--- src/rtl/cordic_ctrl_if.sv ---
// Handshake and control bundle between the CORDIC sequencer and its
// operand source / result consumer / cordic_core.
interface cordic_ctrl_if #(
  parameter int unsigned N = 7
);
  localparam int unsigned CW = (N > 1) ? $clog2(N) : 1;

  logic          in_valid;
  logic          in_ready;
  logic          out_valid;
  logic          out_ready;
  logic [8:1]    c;
  logic [CW-1:0] cnt;
  logic          busy;

  // Upstream producer / downstream consumer side
  modport master (
    output in_valid,
    output out_ready,
    input  in_ready,
    input  out_valid,
    input  c,
    input  cnt,
    input  busy
  );

  // Sequencer side
  modport slave (
    input  in_valid,
    input  out_ready,
    output in_ready,
    output out_valid,
    output c,
    output cnt,
    output busy
  );
endinterface

--- src/rtl/cordic_ctrl.sv ---
// cordic_ctrl: sequencer for the iterative CORDIC datapath.
// Accepts one operand per valid/ready handshake, runs N-1 ITER cycles, writes
// X then Y through the shared scaler, then holds the result until taken.
// Optional feature macro: CORDIC_CTRL_PERF_EN adds a 16-bit completed-op counter.
module cordic_ctrl #(
  parameter int unsigned B = 14,
  parameter int unsigned N = 7
) (
  input  logic        clk,
  input  logic        rst,
`ifdef CORDIC_CTRL_PERF_EN
  output logic [15:0] op_count,
`endif
  cordic_ctrl_if.slave bus
);

  localparam int unsigned CW = (N > 1) ? $clog2(N) : 1;
  localparam logic [CW-1:0] CNT_PEN  = CW'(N - 2);

  // Elaboration-time guard on the legal parameter space
  if (N < 2) begin : g_n_check
    $error("cordic_ctrl: N must be >= 2");
  end
  if (B == 0) begin : g_b_check
    $error("cordic_ctrl: B must be >= 1");
  end

  typedef enum logic [2:0] {
    S_IDLE = 3'd0,
    S_ITER = 3'd1,
    S_WRX  = 3'd2,
    S_WRY  = 3'd3,
    S_DONE = 3'd4
  } state_t;

  state_t        state;
  logic [CW-1:0] cnt_q;
  logic          in_ready_q;
  logic          out_valid_q;
  logic          busy_q;
  logic [8:1]    c_c;

  // Sequencer: state, iteration index and registered handshake flags
  always_ff @(posedge clk) begin
    if (rst) begin
      state       <= S_IDLE;
      cnt_q       <= '0;
      in_ready_q  <= 1'b1;
      out_valid_q <= 1'b0;
      busy_q      <= 1'b0;
    end else begin
      case (state)
        S_IDLE: begin
          if (bus.in_valid) begin
            state      <= S_ITER;
            cnt_q      <= '0;
            in_ready_q <= 1'b0;
            busy_q     <= 1'b1;
          end
        end
        S_ITER: begin
          // Final increment lands on N-1, the index of the scaled last rotation
          cnt_q <= cnt_q + CW'(1);
          if (cnt_q == CNT_PEN) begin
            state <= S_WRX;
          end
        end
        S_WRX: begin
          state <= S_WRY;
        end
        S_WRY: begin
          state       <= S_DONE;
          out_valid_q <= 1'b1;
        end
        S_DONE: begin
          if (bus.out_ready) begin
            state       <= S_IDLE;
            cnt_q       <= '0;
            out_valid_q <= 1'b0;
            busy_q      <= 1'b0;
            in_ready_q  <= 1'b1;
          end
        end
        default: begin
          state       <= S_IDLE;
          cnt_q       <= '0;
          in_ready_q  <= 1'b1;
          out_valid_q <= 1'b0;
          busy_q      <= 1'b0;
        end
      endcase
    end
  end

  // Core control word decode; IDLE loads coordinate/angle regs on the handshake edge
  always_comb begin
    c_c = '0;
    case (state)
      S_IDLE: begin
        c_c[1] = bus.in_valid;
        c_c[2] = bus.in_valid;
        c_c[8] = bus.in_valid;
      end
      S_ITER: begin
        c_c[2] = 1'b1;
      end
      S_WRX: begin
        c_c[6] = 1'b1;
      end
      S_WRY: begin
        c_c[5] = 1'b1;
        c_c[7] = 1'b1;
      end
      default: begin
        c_c = '0;
      end
    endcase
  end

  assign bus.c         = c_c;
  assign bus.cnt       = cnt_q;
  assign bus.in_ready  = in_ready_q;
  assign bus.out_valid = out_valid_q;
  assign bus.busy      = busy_q;

`ifdef CORDIC_CTRL_PERF_EN
  logic [15:0] op_count_q;

  // Completed-operation counter, wraps naturally at 16 bits
  always_ff @(posedge clk) begin
    if (rst) begin
      op_count_q <= 16'h0000;
    end else if (out_valid_q && bus.out_ready) begin
      op_count_q <= op_count_q + 16'd1;
    end
  end

  assign op_count = op_count_q;
`endif

endmodule

--- src/flat_wrapper.sv ---
// flat-port wrapper written by rule: the top's interface ports become plain ports
module cordic_ctrl_flat 
#(
  parameter int unsigned B = 14,
  parameter int unsigned N = 7
)
  (clk, rst, bus_in_valid, bus_out_ready, bus_in_ready, bus_out_valid, bus_c, bus_cnt, bus_busy);
  cordic_ctrl_if #(.N(N)) bus_i ();
  input  logic clk;
  input  logic rst;
  input wire logic [$bits(bus_i.in_valid)-1:0] bus_in_valid;
  input wire logic [$bits(bus_i.out_ready)-1:0] bus_out_ready;
  output wire logic [$bits(bus_i.in_ready)-1:0] bus_in_ready;
  output wire logic [$bits(bus_i.out_valid)-1:0] bus_out_valid;
  output wire logic [$bits(bus_i.c)-1:0] bus_c;
  output wire logic [$bits(bus_i.cnt)-1:0] bus_cnt;
  output wire logic [$bits(bus_i.busy)-1:0] bus_busy;
  assign bus_i.in_valid = bus_in_valid;
  assign bus_i.out_ready = bus_out_ready;
  assign bus_in_ready = bus_i.in_ready;
  assign bus_out_valid = bus_i.out_valid;
  assign bus_c = bus_i.c;
  assign bus_cnt = bus_i.cnt;
  assign bus_busy = bus_i.busy;
  cordic_ctrl #(.B(B), .N(N)) u_core (.clk(clk), .rst(rst), .bus(bus_i));
endmodule
--- config.mk ---
export PLATFORM = sky130hd
export DESIGN_NAME = cordic_ctrl_flat
export DESIGN_NICKNAME = d
export VERILOG_FILES = /design/src/rtl/cordic_ctrl_if.sv /design/src/rtl/cordic_ctrl.sv /design/src/flat_wrapper.sv
export SDC_FILE = /design/constraint.sdc
export NUM_CORES = 1
export LEC_CHECK = 0
export ABC_CLOCK_PERIOD_IN_PS = 1800
export CAP_MARGIN = 15
export CELL_PAD_IN_SITES_DETAIL_PLACEMENT = 1
export CELL_PAD_IN_SITES_GLOBAL_PLACEMENT = 2
export CORE_UTILIZATION = 25
export DETAILED_ROUTE_END_ITERATION = 6
export PLACE_DENSITY_LB_ADDON = 0.1
export SLEW_MARGIN = 20
export SYNTH_ARGS = -nofsm -noshare
export SYNTH_HDL_FRONTEND = slang
export SYNTH_SLANG_ARGS = --single-unit
--- constraint.sdc ---
create_clock -name clk -period 1.8 [get_ports clk]
set_input_delay 0.27 -clock clk [delete_from_list [all_inputs] [get_ports clk]]
set_output_delay 0.27 -clock clk [all_outputs]
set_load 0.01 [all_outputs]
==> results <==
sequential cells by signal, indices dropped and copies added (netlist names):
register	flops
u_core.bus.out_valid	1
u_core.state	3
u_core.bus.cnt	3
u_core.bus.busy	1
u_core.bus.in_ready	1
cells in the final DEF, fill, tap and decap left out, types with 2 or more instances in the layout:
cell / count
clkdlybuf4s50_1: 10
ha_1: 2
nand2_1: 2
a21oi_1: 3
dfxtp_1: 6
nor3b_1: 3
buf_4: 7
conb_1: 2
clkbuf_4: 3
inv_1: 3
dlygate4sd2_1: 4
nor2_1: 4
dfxtp_2: 3
o21bai_1: 2
area by class of cell:
cell class              instances  share of cell area
inverters                       3             0.01541
repair buffers                 22              0.2740
clock buffers                   4             0.03596
flip-flops and latches          9              0.2517
well taps                      27             0.04623
multi-input cells              36              0.3767
per-layer routing:
| metal | vias up | routed length [um] | GRT usage |
|---|---|---|---|
| li1 | 220 | - | - |
| met1 | 200 | 543 | 0.1293 |
| met2 | 8 | 498 | 0.1703 |
| met3 | 2 | 39 | 0.03396 |
| met4 | 0 | 14 | 0.06667 |
| met5 | - | 0 | 0 |
cells by family (layout without fill, tap and decap cells):
| family | count (synthesis) | after routing | synth area share |
|---|---|---|---|
| adders and majority gates | 2 | 2 | 0.04795 |
| xor gates and xnor gates | 2 | 2 | 0.03358 |
| DFF | 9 | 9 | 0.3453 |
| AOI/OAI and AO/OA | 13 | 13 | 0.2086 |
| muxes | 1 | 1 | 0.01919 |
| and+or+nand+nor | 16 | 16 | 0.1918 |
| other | 1 | 2 | 0.007187 |
| buffers and inverters | 10 | 29 | 0.1463 |
metrics by stage:
step / instance area, um^2 / setup slack, ns / hold WS (ns) / TNS, ns
floorplan: 525.5 / 0.2405 / 0.3391 / 0
global placement: 689.4 / -0.2363 / 0.4459 / -0.5322
detailed placement: 689.4 / -0.1445 / 0.4530 / -0.3365
CTS: 718.2 / 0.007124 / 0.4592 / 0
global route: 730.7 / 0.005429 / 0.4885 / 0
finish: 730.7 / 0.06751 / 0.4562 / 0
worst max path at each step:
stage	slack (ns)	start	cells after the start	endpoint
2_1_floorplan	0.24	u_core.state[1]	3	bus_c[7]
3_3_place_gp	-0.24	bus_in_valid	4	bus_c[0]
3_5_place_dp	-0.14	bus_in_valid	4	bus_c[7]
4_1_cts	0.007	u_core.state[2]	3	bus_c[4]
5_1_grt	0.005	u_core.state[2]	3	bus_c[4]
6_report	0.07	u_core.state[2]	3	bus_c[4]
critical path, delay by kind of cell (launching register included):
family,cells,cell delay [ns]
and+or+nand+nor,1,0.22
DFF,1,0.36
buffers and inverters,2,0.63
repair_timing:
| item | CTS | global route |
|---|---|---|
| endpoints found under the setup margin | 4 | 2 |
| resized for setup | 6 | 3 |
| buffers inserted | 0 | 1 |
| endpoints found under the hold margin | 0 | 0 |
where the power goes:
group | leakage [nW] | switching, mW | internal [mW]
combinational | 0.225 | 0.0403 | 0.0530
clock | 0.0150 | 0.0718 | 0.0854
sequential | 0.0750 | 0.0104 | 0.210
total | 0.315 | 0.122 | 0.349
==> reports/qor.yml <==
run_status:
  status: "completed"
power_and_ir_drop:
  power_density_nw_per_um2: 644.6
  p_leak_nw: 0.3154
  finalPower_mw: 0.4710
  ir_drop_mv: 0.4551
detailed_routing:
  firstDrtPassIters: 3
  drt-initial-drc-count: 2
  via_per_inst: 4.257
  route.detailed.drc: 0
  wl_per_cell_um: 10.84
  drtAntennaViolNets: 0
  wirelength_um: 1095
  via_count: 430
yosys:
  syn-cell-area_um2: 521.8
  yosysWarnings: 0
  yosys.area.top_type: "dfxtp_1"
  netlist_instances: 54
  synthTopCellsByArea: "dfxtp_1, buf_4, clkbuf_8"
  ys_types: 29
  ys_seq_area_frac: 0.3453
  synthArstFlopShare: 0
  ys_ff_latch: 9
  synth_top_cell_area_share: 0.3453
  avgSynthCellArea_um2: 9.662
  synth_common_cells: "dfxtp_1, buf_4, nor2_1"
  synth-edff-count: 0
  yosysMostFrequentCell: "dfxtp_1"
  synth_ff_type: "dfxtp_1"
global_routing:
  grtUsageTotal: 0.1088
  grt_pass1_wl_um: 1607
  grt_pass1_vias: 363
  antenna_found_initial: 0
  grt_max_degree: 8
  grt-ovfl-total: 0
floorplan:
  die_h_um: 47.69
  coreArea_um2: 1962
  row_count: 16
  die_w_um: 47.69
  boundaryPins: 18
  dieArea_um2: 2274
  initial_core_util: 0.2659
cts:
  clk_path_buf_depth: 2
  cts_num_sinks: 9
  clk_pin_slew_ns: 0.07
  htree_levels: 1
  cts_tree: "done"
  clkLatencyLatePin_ns: 0.26
  holdBufCountCts: 0
  numCtsBuffers: 3
  cts_root_buf: "clkbuf_4"
critical_path:
  crit_path_max_fanout: 7
  r2r-start: "u_core.state[1]"
  slowest_delay_ns: 0.53
  critPathKind: "register to output port"
  worst_r2r_endpoint: "u_core.bus.in_ready"
  critPathCaptureType: "output port"
  rrSetupSlack_ns: 0.25
  crit_path_cell_trace: "nand3b_1 -> inv_1 -> clkdlybuf4s50_1"
  worst-r2r-cell-count: 5
  crit_arrival_ns: 1.46
  crit_required_ns: 1.53
  slowest_stage: "clkdlybuf4s50_1"
  start_kind: "register"
hold_path:
  min_from: "u_core.bus.out_valid"
  min_to: "u_core.bus.out_valid"
  hold_class: "register to register"
  hold_depth: 2
layout:
  antennaDiodeCount: 0
  register_area_um2: 183.9
  multi_input_area_um2: 275.3
  finalNonFillerCells: 101
  layout.nets: 81
  syn2layout_area_growth_pct: 40.05
  post_route_cells_drive_above_1_share: 0.2703
  fillCellCount: 242
  final_util: 0.3724
placed_design:
  dp_cells: 96
  port_buffers: 15
  hpwl_um: 840.5
  place.gp.congestion: 0.6242
sta:
  fin_crit_ns: 1.732
  finalMaxSlewViolations: 0
  period_share: 0.9625
  max_freq_mhz: 577.2
  grt_setup_unrepaired: "false"
  hold_violations: 0
  setup_viol: 0
  skew_ns: 0.004559
job:
  timing.max_cap.violations: 0
(Power assumes the default switching activity.)
